**config.mk**
```make
export PLATFORM = sky130hd
export DESIGN_NAME = imem_loader
export DESIGN_NICKNAME = d
export VERILOG_FILES = /design/src/rtl/imem_loader_pkg.sv /design/src/rtl/imem_loader_byte_packer.sv /design/src/rtl/imem_loader.sv
export SDC_FILE = /design/constraint.sdc
export NUM_CORES = 1
export LEC_CHECK = 0
export ABC_AREA = 1
export CAP_MARGIN = 40
export CORE_ASPECT_RATIO = 0.8
export CORE_MARGIN = 5
export CORE_UTILIZATION = 55
export DETAILED_ROUTE_END_ITERATION = 16
export MAX_ROUTING_LAYER = met4
export PLACE_DENSITY_LB_ADDON = 0.1
export SLEW_MARGIN = 0
export SYNTH_ARGS = -nofsm -noshare
export SYNTH_HDL_FRONTEND = slang
export SYNTH_SLANG_ARGS = --single-unit
```
**constraint.sdc**
```tcl
create_clock -name clock -period 3.7 [get_ports clock]
set_input_delay 0.555 -clock clock [delete_from_list [all_inputs] [get_ports clock]]
set_output_delay 0.555 -clock clock [all_outputs]
set_load 0.03 [all_outputs]
```
**src/rtl/imem_loader_pkg.sv**
```systemverilog
// rtl/imem_loader_pkg.sv - shared types and constants for the instruction-memory loader
//
// Holds the loader FSM state encoding, the 16-bit frame length type and the
// number of stream bytes that make up one instruction word.
package imem_loader_pkg;

  typedef enum logic [2:0] {
    S_LEN_HI,
    S_LEN_LO,
    S_DATA,
    S_CSUM,
    S_DONE,
    S_ERR
  } state_t;

  typedef logic [15:0] len_t;

  localparam int BYTES_PER_WORD = 4;

endpackage

```
**src/rtl/imem_loader_byte_packer.sv**
```systemverilog
// rtl/imem_loader_byte_packer.sv - big-endian byte-to-word assembler for the loader
//
// Ports:
//   clock        in   rising-edge clock
//   reset        in   asynchronous active-low reset
//   i_shift      in   a data byte is accepted this cycle
//   i_byte       in   the byte being accepted
//   o_word       out  assembled word, valid when o_word_done is high
//   o_word_done  out  this accepted byte is the last byte of a word
module byte_packer
  import imem_loader_pkg::*;
(
  input  logic        clock,
  input  logic        reset,
  input  logic        i_shift,
  input  logic [7:0]  i_byte,
  output logic [31:0] o_word,
  output logic        o_word_done
);

  // Only the three earlier bytes need storing; the fourth is taken straight
  // from the input so the word can be registered by the top on the same edge.
  logic [23:0] r_shift;
  logic [1:0]  r_cnt;

  always_ff @(posedge clock or negedge reset) begin
    if (!reset) begin
      r_shift <= '0;
      r_cnt   <= '0;
    end else if (i_shift) begin
      r_shift <= {r_shift[15:0], i_byte};
      r_cnt   <= r_cnt + 2'd1;
    end
  end

  assign o_word      = {r_shift, i_byte};
  assign o_word_done = i_shift && (r_cnt == 2'(BYTES_PER_WORD - 1));

endmodule

```
**src/rtl/imem_loader.sv**
```systemverilog
// rtl/imem_loader.sv - framed byte-stream program loader with XOR checksum and cpu release
//
// Ports:
//   clock      in   rising-edge clock
//   reset      in   asynchronous active-low reset
//   in_data    in   stream byte
//   in_valid   in   in_data is valid
//   in_ready   out  loader accepts a byte this cycle
//   mem_we     out  one-cycle instruction-memory write strobe
//   mem_addr   out  byte address of the written word
//   mem_wdata  out  instruction word
//   cpu_run    out  program loaded and verified
//   done       out  frame accepted, checksum matched
//   error      out  frame rejected (bad length or checksum)
module imem_loader
  import imem_loader_pkg::*;
#(
  parameter int          ADDR_WIDTH = 8,
  parameter logic [31:0] BASE_ADDR  = 32'h0000_0000
) (
  input  logic        clock,
  input  logic        reset,
  input  logic [7:0]  in_data,
  input  logic        in_valid,
  output logic        in_ready,
  output logic        mem_we,
  output logic [31:0] mem_addr,
  output logic [31:0] mem_wdata,
  output logic        cpu_run,
  output logic        done,
  output logic        error
);

  localparam logic [16:0] DEPTH = 17'(2 ** ADDR_WIDTH);

  state_t     r_state;
  logic       r_armed;
  len_t       r_len;
  len_t       r_word_cnt;
  logic [7:0] r_csum;

  logic        w_xfer;
  logic        w_shift;
  len_t        w_len;
  logic [31:0] w_word;
  logic        w_word_done;

  // r_armed holds in_ready low until the first edge after reset release.
  assign in_ready = r_armed && (r_state != S_DONE) && (r_state != S_ERR);
  assign w_xfer   = in_valid && in_ready;
  assign w_shift  = w_xfer && (r_state == S_DATA);
  assign w_len    = {r_len[15:8], in_data};

  byte_packer u_packer (
    .clock       (clock),
    .reset       (reset),
    .i_shift     (w_shift),
    .i_byte      (in_data),
    .o_word      (w_word),
    .o_word_done (w_word_done)
  );

  always_ff @(posedge clock or negedge reset) begin
    if (!reset) begin
      r_state    <= S_LEN_HI;
      r_armed    <= 1'b0;
      r_len      <= '0;
      r_word_cnt <= '0;
      r_csum     <= '0;
      mem_we     <= 1'b0;
      mem_addr   <= '0;
      mem_wdata  <= '0;
      cpu_run    <= 1'b0;
      done       <= 1'b0;
      error      <= 1'b0;
    end else begin
      r_armed <= 1'b1;
      mem_we  <= 1'b0;
      if (w_xfer) begin
        case (r_state)
          S_LEN_HI: begin
            r_len[15:8] <= in_data;
            r_state     <= S_LEN_LO;
          end
          S_LEN_LO: begin
            r_len[7:0] <= in_data;
            if ((w_len == '0) || ({1'b0, w_len} > DEPTH)) begin
              error   <= 1'b1;
              r_state <= S_ERR;
            end else begin
              r_state <= S_DATA;
            end
          end
          S_DATA: begin
            r_csum <= r_csum ^ in_data;
            if (w_word_done) begin
              mem_we     <= 1'b1;
              mem_addr   <= BASE_ADDR + {14'd0, r_word_cnt, 2'b00};
              mem_wdata  <= w_word;
              r_word_cnt <= r_word_cnt + 16'd1;
              if (r_word_cnt == r_len - 16'd1) begin
                r_state <= S_CSUM;
              end
            end
          end
          S_CSUM: begin
            if (in_data == r_csum) begin
              done    <= 1'b1;
              cpu_run <= 1'b1;
              r_state <= S_DONE;
            end else begin
              error   <= 1'b1;
              r_state <= S_ERR;
            end
          end
          default: begin
          end
        endcase
      end
    end
  end

endmodule

```
# Yosys cells after proc, flatten, opt, wreduce, memory -nomap -nowiden
# Index checks and enable logic that the tools add are counted.
# op_classes
n_addsub	3
reduce_logical	17
n_lt_le_gt_ge	1
n_eq_ne	12
n_bitwise	1
muxes	11
# ops
cell	count
16-bit by 1-bit adder with 16-bit output (second input constant)	1
16-bit == test	1
16-bit by 9-bit greater-than comparator with 1-bit output (second input constant)	1
16-bit zero test	1
16-bit by 1-bit subtractor with 16-bit output (second input constant)	1
3-bit case mux with 4 select lines	1
3-bit 2-to-1 mux	3
8-bit == test	1
4-bit AND reduction	2
8-bit bitwise XOR	1
3-bit by 2-bit == test with 1-bit output (second input constant)	2
1-bit 2-to-1 mux	6
3-bit != test (second input constant)	2
2-bit AND reduction	3
3-bit AND reduction	2
1-bit logical AND	5
2-bit by 1-bit != test with 1-bit output (second input constant)	2
2-bit != test (second input constant)	2
4-bit nonzero test	1
3-bit by 1-bit == test with 1-bit output (second input constant)	1
3-bit zero test	1
2-bit by 1-bit adder with 2-bit output (second input constant)	1
2-bit == test (second input constant)	1
1-bit case mux with 2 select lines	1
2 further kinds	2
# word_totals
ff_bits	121
in_bits	11
elab_cells	58
out_inout_bits	69

# Logic depth before layout (Yosys ltp)
# Gate-level depths: netlist of the first run.
# depth
word_depth	9
depth_mapped	16
mapped_depth_nobuf	16

# Modules after synthesis
# From an unflattened synthesis of the first run, not the netlist that was laid out.
# hier_totals
cells_unflattened	681
area_unflattened_um2	5794.3
# by_module_without_submodules
module	cells_per_inst	seq_area_each_um2	n_inst	area_each_um2
imem_loader	559	2377.3	1	4640.7
byte_packer	122	650.6	1	1153.6

# Worst setup path before layout of the first run
# OpenSTA, ideal clock, no wires.
# synth_path
kind	flip-flop to flip-flop
start	register r_len[0]
end	register r_state[1]
path_buffers	0
slack_ps	1901
required_ps	3584
setup_time_ps	116
arrival_time_ps	1682
stages_incl_launch_ff	14
period_less_slack_ps	1799
path_cell_list	dfrtp_1 -> inv_1 -> ha_1 -> nand2_1 -> nor2_1 -> nand2_1 -> nand3_1 -> nand2_1 -> nor2_1 -> nand3_1 -> o21bai_1 -> nand2_1 -> nand2_1 -> nand2_1
# synth_via
elab_chain_cells	4
# synth_lines
item	line	rtl
start: declaration	imem_loader.sv:38	len_t r_len;
start signal: assignment	imem_loader.sv:86	r_len[7:0] <= in_data;
16-bit by 1-bit subtractor with 16-bit output	imem_loader.sv:101	if (r_word_cnt == r_len - 16'd1) begin
16-bit == test	imem_loader.sv:101	
2-bit by 1-bit != test with 1-bit output (no source line)	--	
4-bit AND reduction (no source line)	--	
end signal: assignment	imem_loader.sv:102	r_state <= S_CSUM;
end signal: assignment	imem_loader.sv:110	r_state <= S_DONE;
end signal: assignment	imem_loader.sv:113	r_state <= S_ERR;
end: declaration	imem_loader.sv:36	state_t r_state;
# Every way passes these cells.
# A chain may end at the register's enable or synchronous reset.

# Final worst setup path of the first run
# layout_path
start	register r_state[1]
end	output port in_ready
# layout_via
elab_chain_cells	3
word_cells_on_any_way	4
classes_between	2 x eq/ne; 2 x reduce/logical
# layout_lines
item	line	rtl
start signal: assignment	imem_loader.sv:65	r_state <= S_LEN_HI;
start signal: assignment	imem_loader.sv:83	r_state <= S_LEN_LO;
start signal: assignment	imem_loader.sv:89	r_state <= S_ERR;
3-bit != test	imem_loader.sv:49	assign in_ready = r_armed && (r_state != S_DONE) && (r_state != S_ERR);
1-bit logical AND	imem_loader.sv:49	
1-bit logical AND *	imem_loader.sv:49	
end: declaration	imem_loader.sv:25	output logic in_ready,
# Mark *: on every way between the ends. The rest lies on a longest branch, timed or not.

==> results of run 1 <==
==> layer usage <==
metal	routed length [um]	share of wire (%)
met1	5890	48
met2	5560	45
met3	757	6.1
met4	175	1.4
met5	0	0
==> registers in the layout, indices dropped and copies added (netlist names) <==
register          flops
u_packer.r_shift     24
r_armed               1
r_csum                8
error                 1
mem_wdata            32
r_word_cnt           16
u_packer.r_cnt        2
done                  1
mem_we                1
r_state               3
r_len                16
mem_addr             16
==> Yosys cell counts, types with 2 or more instances <==
cell | n | share of area (%)
xnor2_1 | 10 | 1.6
nand3b_1 | 4 | 0.53
inv_1 | 73 | 4.9
conb_1 | 2 | 0.13
nor2_4 | 4 | 0.80
o21bai_1 | 2 | 0.27
nand2_2 | 2 | 0.22
buf_2 | 2 | 0.18
nor3_1 | 5 | 0.44
o21ai_0 | 95 | 8.4
clkbuf_1 | 10 | 0.67
buf_1 | 6 | 0.40
nand3_2 | 3 | 0.53
xor2_1 | 24 | 3.7
nand3_1 | 18 | 1.6
a21oi_1 | 8 | 0.71
nor2_1 | 38 | 2.5
nand4_1 | 5 | 0.56
dfrtp_1 | 121 | 54
nand2_1 | 190 | 13
inv_2 | 3 | 0.20
buf_4 | 18 | 2.4
ha_1 | 3 | 0.67
==> cell type report <==
class | instances | share of cell area, %
clock inverters | 8 | 2.09
multi-input cells | 437 | 31.2
clock buffers | 22 | 6.70
repair buffers | 68 | 9.60
flip-flops and latches | 121 | 43.7
inverters | 77 | 4.19
well taps | 140 | 2.53
==> final timing paths <==
kind / depth (start not counted) / slack (ps) / end
max in group asynchronous: 2 / 2570 / u_packer.r_cnt[1]
min reg2reg: 1 / 470 / error
max: 3 / 1220 / in_ready
min: 1 / 230 / mem_wdata[27]
max reg2reg: 13 / 1420 / r_state[1]
min in group clock: 1 / 470 / error
==> logic make-up after synthesis <==
kind of cell               share of synthesized area [%]
AOI/OAI and AO/OA                                   9.69
xor gates and xnor gates                            5.29
adders and majority gates                          0.667
buffers and inverters                               8.80
DFF                                                 53.8
other                                              0.133
and+or+nand+nor                                     21.6
==> cell usage in the layout (no fill, tap or decap) <==
| master | instances |
|---|---|
| nand2_4 | 1 |
| nand4_1 | 5 |
| inv_2 | 3 |
| o21bai_1 | 2 |
| or2_2 | 1 |
| nand4_2 | 1 |
| nor3_2 | 1 |
| clkinvlp_4 | 2 |
| conb_1 | 17 |
| xnor2_1 | 10 |
| nand3_2 | 3 |
| o31ai_1 | 1 |
| o21ai_0 | 95 |
| a21oi_1 | 8 |
| clkbuf_8 | 2 |
| clkinv_2 | 3 |
| ha_1 | 3 |
| nand4_4 | 1 |
| bufinv_16 | 4 |
| nand2_1 | 190 |
| dfrtp_1 | 121 |
| a21boi_0 | 1 |
| nand3_1 | 18 |
| inv_1 | 73 |
| clkbuf_16 | 17 |
| clkdlybuf4s50_1 | 62 |
| nor2_1 | 38 |
| nor2_8 | 1 |
| nand2_2 | 2 |
| clkbuf_1 | 3 |
| nand3_4 | 1 |
| nor2_4 | 4 |
| nor3_1 | 5 |
| nand3b_1 | 4 |
| buf_4 | 6 |
| xor2_1 | 24 |
==> power by group <==
| part | switching, mW | internal (mW) | total [mW] |
|---|---|---|---|
| clock network | 0.553 | 1.15 | 1.70 |
| logic | 0.0641 | 0.0144 | 0.0784 |
| registers | 0.000523 | 1.33 | 1.33 |
==> qor.yml, run 1 <==
outcome:
  status: "finished, final reports clean"
routing:
  avgViaCountPerCell: 5.04
  num_vias: 4399
  dr.pass1.iters: 5
  ant_nets: 0
  drt-initial-drc-count: 321
  wl_mm: 12.4
  drc: 0
  avgRoutedWirePerCell_um: 14.2
timing:
  setup_viol: 0
  max_clock_freq_mhz: 403
  slew_viol_final: 0
  period_needed_ps: 2480
  worst_slack_ps: 1220
  period_share_pct: 67.0
  setup_tns_ps: 0
  worst_pin_slew_ps: 828
  hold_violations: 0
  maxSlewHeadroom_pct: 44.5
  holdWs_ps: 229
  rsz0062_at_grt: "no"
  skew_ps: 7.56
clock_network:
  cts_hold_buf: 0
  tritoncts: "done"
  htreeDepth: 4
  cts_resized: 0
  worstSkewPairLatency_ps: 410
  cts.path.max_buffers: 2
  cts_sinks: 121
  postCtsSetupRepairBufs: 0
  clk_pin_slew_worst_paths_ps: 50
  cts_root_buffer: "clkbuf_16"
  cts_buffers: 17
critical_path:
  cp-end-kind: "output port"
  crit_chain: "inv_2 > a21boi_0 > clkdlybuf4s50_1"
  cp_data_required_time_ps: 3140
  critPathMaxStageDelay_ps: 700
  cp_slowest_cell: "clkdlybuf4s50_1"
  path_class: "reg2out"
  startpoint: "r_state[1]"
  path_buf_inv: 2
  cp_max_fo: 9
  crit_arrival_ps: 1920
  r2r-start: "r_state[1]"
  startpoint_type: "flop"
  critPathTopFamily: "buffers and inverters"
cells_and_area:
  finish.instance_area_sq_mm: 0.00693
  n_antenna_cell: 0
  seqCellArea_sq_mm: 0.00303
  instances_no_fill: 873
  syn2layout_area_growth_pct: 23.1
  drive_gt1_share_pct: 7.23
  multi_input_area_sq_mm: 0.00216
  nets: 736
  fill_cells: 841
  fin_util_pct: 68.5
global_routing:
  met1_usage_pct: 31.5
  grt_pass1_vias: 4287
  antenna_found_initial: 0
  grt_pass1_wl_mm: 21.2
  grt_use_met2_pct: 32.3
  met3_usage_pct: 5.61
  gr-usage-all-layers_pct: 22.5
  overflow: 0
  top_usage_layer: "met2"
  grt_max_degree: 66
placement:
  numPortBuffers: 63
  routabilityCongestion: 0.892
  place_area_sq_mm: 0.00632
  dp_hpwl_mm: 8.75
  pre_cts_ws_ps: 1110
  placed_cells: 843
power_and_ir_drop:
  cellPowerDensity_mw_per_mm2: 449
  p_leak_nw: 3.43
  peakVddDrop_mv: 0.414
  finalPower_mw: 3.11
floorplanning:
  num_io_pins: 80
  start_util_pct: 55.7
  dieArea_sq_mm: 0.0124
  core_area_sq_mm: 0.0101
  num_rows: 33
  chipWidth_um: 123
  fp.dieH_um: 100
synthesis:
  yosysUniqueCellTypes: 33
  synth-seq-cells: 121
  ys.flop_type: "dfrtp_1"
  yosysSeqAreaShare_pct: 53.8
  ys_warn_count: 0
  ys_async_sr_fraction_pct: 100
  synthCells: 656
  synth_enable_flop_cells: 0
  netlist_area_sq_mm: 0.00563
  syn-mean-instance-area_sq_um: 8.58
hold_path:
  hp-class: "in2async"
run:
  drv_cap: 0
Note: power is estimated with default switching activity, not from simulation.
==> run 2: changes to the inputs <==
==> constraint.sdc (replaced) <==
create_clock -name clock -period 2.5 [get_ports clock]
set_input_delay 0.375 -clock clock [delete_from_list [all_inputs] [get_ports clock]]
set_output_delay 0.375 -clock clock [all_outputs]
set_load 0.03 [all_outputs]
==> run 2 against run 1 <==
Against the previous run:
- total power is 51% higher
- combinational power grew 54%
- first-iteration DRC count rose by 18%
- global-route usage is 1.0 points higher
- via count rose by 1.2%
- clock skew is 2.0 ps lower
- sequential power rose by 47%
- cell area increased by 1.0%
- register-to-register slack worse by 1300 ps
- count of clock-buffer cells in the layout is 2 higher
- critical path depth up 10
==> qor.yml, run 2 (synthesized netlist as in run 1, its figures left out) <==
routing:
  avgRoutedWirePerCell_um: 14.7  # +3.9%
  drt-initial-drc-count: 380  # +18%
  avgViaCountPerCell: 5.07  # +0.63%
  ant_nets: 0  # unchanged
  dr.pass1.iters: 5  # unchanged
  num_vias: 4452  # +1.2%
  wl_mm: 12.9  # +4.5%
  drc: 0  # unchanged
outcome:
  status: "finished, final reports clean"
hold_path:
  holdPathStages: 1
  worstHoldStart: "error"
  worstHoldEndpoint: "error"
  hp-class: "reg2reg"
power_and_ir_drop:
  clkPwrFrac_pct: 55.6  # +0.8 points
  p_leak_nw: 3.48  # +1.4%
  peakVddDrop_mv: 0.413  # -0.13%
  switching_share_pct: 20.0  # +0.15 points
  cellPowerDensity_mw_per_mm2: 670  # +49%
  switching_power_mw: 0.940  # +52%
  seqPwrFrac_pct: 41.8  # -0.9 points
  p_int_mw: 3.76  # +51%
  pwr-share-comb_pct: 2.6  # about the same
critical_path:
  crit_arrival_ps: 2630  # +710 ps
  cp_max_fo: 5  # -4
  r2r_slack_ps: 170  # -1250 ps
  startpoint_type: "flop"
  r2r-start: "r_len[0]"
  cp_data_required_time_ps: 2800  # -340 ps
  cp-end-kind: "flop"
  rr_worst_depth: 13  # unchanged
  path_class: "reg2reg"
  r2r-end: "r_state[1]"
clock_network:
  cts_root_buffer: "clkbuf_16"
  postCtsSetupRepairBufs: 0  # unchanged
  cts.path.max_buffers: 2  # unchanged
  cts_buffers: 17  # unchanged
  clk_pin_slew_worst_paths_ps: 50  # about the same
  cts_sinks: 121  # unchanged
  tritoncts: "done"
  htreeDepth: 4  # unchanged
  worstSkewPairLatency_ps: 410  # about the same
cells_and_area:
  instances_no_fill: 878  # +0.57%
  mostFrequentLayoutCells: "190 x nand2_1, 121 x dfrtp_1, 95 x o21ai_0"
  nets: 739  # +0.41%
  largestRegisters: "mem_wdata (32), u_packer.r_shift (24)"
  fill_cells: 835  # -0.71%
  layout_commonest_cell: "nand2_1"
  largest_register_ffs: 32  # unchanged
  drive_gt1_share_pct: 7.72  # +0.49 points
  syn2layout_area_growth_pct: 24.4
  n_antenna_cell: 0  # unchanged
  regMostFlops: "mem_wdata"
global_routing:
  overflow: 0  # unchanged
  antenna_found_initial: 0  # unchanged
  grt_max_degree: 97  # +47%
  grt_pass1_vias: 4443  # +3.6%
  gr-usage-all-layers_pct: 23.6  # +1.0 points
  grt_pass1_wl_mm: 22.0  # +3.7%
timing:
  period_needed_ps: 2330
  max_clock_freq_mhz: 429
  setup_viol: 0  # unchanged
  rsz0062_at_grt: "no"
  hold_violations: 0  # unchanged
  slew_viol_final: 0  # unchanged
  setup_tns_ps: 0  # unchanged
  period_share_pct: 93.3
  skew_ps: 5.53  # -2.02 ps
floorplanning:
  fp.dieH_um: 100  # unchanged
  start_util_pct: 55.7  # unchanged
  num_io_pins: 80  # unchanged
  core_area_sq_mm: 0.0101  # unchanged
  dieArea_sq_mm: 0.0124  # unchanged
  chipWidth_um: 123  # unchanged
  num_rows: 33  # unchanged
placement:
  numPortBuffers: 63  # unchanged
  dp_hpwl_mm: 9.03  # +3.2%
  routabilityCongestion: 0.902  # +1.1%
  placed_cells: 845  # +0.24%
run:
  drv_cap: 0  # unchanged
==> run 2: critical path: stages, from the launching register on <==
cell and delay, ps:
dfrtp_1 400, inv_1 150, ha_1 210, nand2_1 150, nor2_1 330, nand2_1 130
nand3_1 100, nand2_1 50, nor2_1 100, nand3_1 130, o21bai_1 280, nand2_1 80
nand2_1 60, nand2_1 50
==> run 2: routing by layer <==
metal,GRT usage [%],routed length [um],vias up
met5,-,0,-
met1,34.0,6220,2145
met3,4.88,734,11
li1,-,-,2164
met2,34.0,5830,132
met4,6.98,148,0
==> run 2: what timing repair did <==
item                      4_1_cts  5_1_grt
gates resized for setup         0        0
hold buffers                    1        0
hold endpoints to repair       35        0
==> run 2: final cells by class <==
class	count	area, sq um	area share [%]
repair buffers	71	716	10.2
well taps	140	175	2.50
clock inverters	8	140	2.00
inverters	77	290	4.14
clock buffers	24	492	7.02
multi-input cells	437	2160	30.9
flip-flops and latches	121	3030	43.2
==> run 2: worst max path at each step <==
stage,start,end,slack [ps],depth (start not counted)
2_1_floorplan,r_len[0],r_state[1],700,13
3_3_place_gp,in_valid,r_csum[6],310,7
3_5_place_dp,r_len[0],r_state[1],220,13
4_1_cts,r_len[0],r_state[1],200,13
5_1_grt,r_len[0],r_state[1],20,13
6_report,r_len[0],r_state[1],170,13
==> run 2: power groups by stage <==
stage / sequential, mW / combinational, mW / clock, mW
after global routing: 1.96 / 0.135 / 2.74
after CTS: 1.96 / 0.123 / 2.64
after global placement: 2.00 / 0.120 / 0
after floorplan: 2.00 / 0.0635 / 0
after detailed placement: 2.00 / 0.121 / 0
final: 1.96 / 0.121 / 2.61
==> run 2: metrics by stage <==
stage          setup WS, ps  hold slack [ps]  util (%)  area [sq um]  total power [mW]
2_1_floorplan           701             79.4         -          5690              2.06
3_3_place_gp            314              366      62.9          6360              2.12
3_5_place_dp            219              368      62.9          6360              2.12
4_1_cts                 203              480      69.2          7000              4.73
5_1_grt                16.4              502      69.2          7000              4.84
6_report                169              474      69.2          7000              4.70
==> run 3: changes to the inputs <==
--- a/config.mk
+++ b/config.mk
@@ -6,10 +6,8 @@
 export NUM_CORES = 1
 export LEC_CHECK = 0
 export ABC_AREA = 1
-export CAP_MARGIN = 40
-export CORE_ASPECT_RATIO = 0.8
 export CORE_MARGIN = 5
-export CORE_UTILIZATION = 55
+export CORE_UTILIZATION = 49
 export DETAILED_ROUTE_END_ITERATION = 16
 export MAX_ROUTING_LAYER = met4
 export PLACE_DENSITY_LB_ADDON = 0.1
==> constraint.sdc (replaced) <==
create_clock -name clock -period 2 [get_ports clock]
set_input_delay 0.3 -clock clock [delete_from_list [all_inputs] [get_ports clock]]
set_output_delay 0.3 -clock clock [all_outputs]
set_load 0.03 [all_outputs]
==> run 3 against run 2 <==
Against the previous run:
- the run now ends with negative hold slack left
- wire length shrank 6.6%
- register-to-register slack lost 30 ps
- fmax grew 25%
- clock skew is essentially flat
- clock power grew 8.0%
- die area grew 11%
- sequential share of layout area shrank 0.88 points
- flip-flop and latch count is the same
- first-iteration DRC count shrank 15%
- worst setup slack lost 26 ps
- sequential power grew 25%
- core utilization shrank 6.1 points
- largest cell class unchanged
==> qor.yml, run 3 (synthesized netlist as in run 1, its figures left out) <==
outcome:
  status: "finished, violations left"
  violations: "negative hold slack"
run:
  drv_cap: 0  # unchanged
global_routing:
  grt_pass1_wl_mm: 20.8  # -5.1%
  grt_pass1_vias: 4353  # -2.0%
  overflow: 0  # unchanged
  grt_max_degree: 122  # +26%
  antenna_found_initial: 0  # unchanged
  gr-usage-all-layers_pct: 20.0  # -3.5 points
cells_and_area:
  drive_gt1_share_pct: 13.0  # +5.3 points
  syn2layout_area_growth_pct: 27.0
  fill_cells: 999  # +20%
  multi_input_area_sq_mm: 0.00221  # +2.1%
  n_antenna_cell: 0  # unchanged
  nets: 764  # +3.4%
  largestRegisters: "mem_wdata (32), u_packer.r_shift (24)"
  fin_util_pct: 63.2  # -6.1 points
  layout_commonest_cell: "nand2_1"
  seqCellArea_sq_mm: 0.00303  # about the same
  mostFrequentLayoutCells: "188 x nand2_1, 120 x dfrtp_1, 93 x o21ai_0"
  largest_register_ffs: 32  # unchanged
  regMostFlops: "mem_wdata"
timing:
  setup_tns_ps: 0  # unchanged
  rsz0062_at_grt: "yes"
  slew_viol_final: 0  # unchanged
  holdWs_ps: -21.7  # -495 ps
  period_needed_ps: 1860  # -474 ps
  max_clock_freq_mhz: 538  # +25%
  hold_violations: 17  # +17
  setup_viol: 0  # unchanged
  maxSlewHeadroom_pct: 57.3
  skew_ps: 5.73  # +0.196 ps
  period_share_pct: 92.9  # -0.36 points
  worst_pin_slew_ps: 641
clock_network:
  postCtsSetupRepairBufs: 0  # unchanged
  worstSkewPairLatency_ps: 410  # about the same
  cts.path.max_buffers: 2  # unchanged
  cts_root_buffer: "clkbuf_16"
  cts_sinks: 121  # unchanged
  clk_pin_slew_worst_paths_ps: 50  # about the same
  tritoncts: "done"
  htreeDepth: 4  # unchanged
  cts_buffers: 17  # unchanged
critical_path:
  startpoint: "r_len[1]"
  critPathMaxStageDelay_ps: 340  # -60 ps
  crit_arrival_ps: 2160  # -470 ps
  r2r-start: "r_len[1]"
  crit_chain: "inv_1 > ha_4 > inv_1 > nand2_1 > nand2_1 > nor2_2 > nand3_2 > nor2_1 > nand2_1 > nor2_1 > nand3_1 > o21bai_2 > nand2_1 > nand2_1 > nand2_1"
  cp_common_cell: "nand2_1"
  startpoint_type: "flop"
  critPathTopFamily: "simple AND/OR/NAND/NOR gates"
  cp-end-kind: "flop"
  path_class: "reg2reg"
  cp_max_fo: 3  # -2
  cp_slowest_cell: "dfrtp_1"
  rr_worst_depth: 15  # +2
  path_buf_inv: 2  # +1
  cp.depth: 15  # +2
  cp_data_required_time_ps: 2300  # -500 ps
power_and_ir_drop:
  peakVddDrop_mv: 0.630  # +52%
  p_leak_nw: 3.54  # +1.9%
  cellPowerDensity_mw_per_mm2: 760  # +13%
routing:
  avgViaCountPerCell: 4.82  # -4.9%
  dr.pass1.iters: 5  # unchanged
  drc: 0  # unchanged
  drt-initial-drc-count: 323  # -15%
  wl_mm: 12.1  # -6.6%
  ant_nets: 0  # unchanged
  avgRoutedWirePerCell_um: 13.3  # -9.5%
  num_vias: 4368  # -1.9%
floorplanning:
  num_io_pins: 80  # unchanged
  chipWidth_um: 117  # -4.8%
  core_area_sq_mm: 0.0113  # +12%
  start_util_pct: 49.7  # -5.9 points
  num_rows: 39  # +18%
  fp.dieH_um: 117  # +17%
  dieArea_sq_mm: 0.0137  # +11%
placement:
  dp_hpwl_mm: 8.66  # -4.2%
  numPortBuffers: 63  # unchanged
  routabilityCongestion: 0.929  # +2.9%
hold_path:
  hp-class: "in2async"
run 3: changes by cell type in the layout (fill, tap and decap cells not counted), moves of 3 or more:
cell and delta:
clkinv_4 +3, clkbuf_8 -4, nor2_2 +5, clkbuf_1 -3, bufinv_16 -3, nor2_1 -6, clkinvlp_4 +4, buf_4 +26
run 3: final cells by class:
| cell class | count | area share [%] |
|---|---|---|
| flip-flops and latches | 121 | 42.3 |
| multi-input cells | 437 | 30.9 |
| repair buffers | 96 | 12.5 |
| clock buffers | 17 | 5.95 |
| inverters | 77 | 4.06 |
| well taps | 143 | 2.50 |
| clock inverters | 15 | 1.80 |
run 3: through the flow:
step	cell area, sq um	power, mW	hold slack, ps	setup slack [ps]	cells
after floorplan	5690	2.57	4.41	201	671
after global placement	6550	2.66	448	-22.9	874
after detailed placement	6550	2.66	455	-100	874
after CTS	7100	5.50	11.8	9.65	906
after global routing	7150	5.64	47.3	-37.0	906
final	7150	5.44	-21.7	142	906
run 3: power breakdown:
group / internal (mW) / leakage (nW) / switching [mW]
combinational: 0.0418 / 1.83 / 0.122
sequential: 2.45 / 1.45 / 0.000974
clock: 1.70 / 0.265 / 1.12
total: 4.20 / 3.54 / 1.24
run 3: metal layers:
layer / wire [um] / up-vias / global-route usage (%)
met1: 5820 / 2056 / 26.9
met3: 469 / 14 / 4.78
met4: 132 / 0 / 6.57
met5: 0 / - / -
li1: - / 2208 / -
met2: 5650 / 90 / 30.2
run 3: worst paths after layout:
kind                                       to  slack (ps)
worst min-delay path            mem_wdata[29]         -20
max in group asynchronous           r_len[14]        1540
worst max register to register     r_state[1]         140
worst max-delay path               r_state[1]         140
worst min register to register          error         470
min in group clock                      error         470
run 3: repair_timing:
action | CTS | global route
hold endpoints to repair | 0 | 0
setup endpoints to repair | 1 | 11
gates resized for setup | 1 | 17
gates cloned | 0 | 0
hold buffers | 0 | 0
pin swaps | 0 | 4
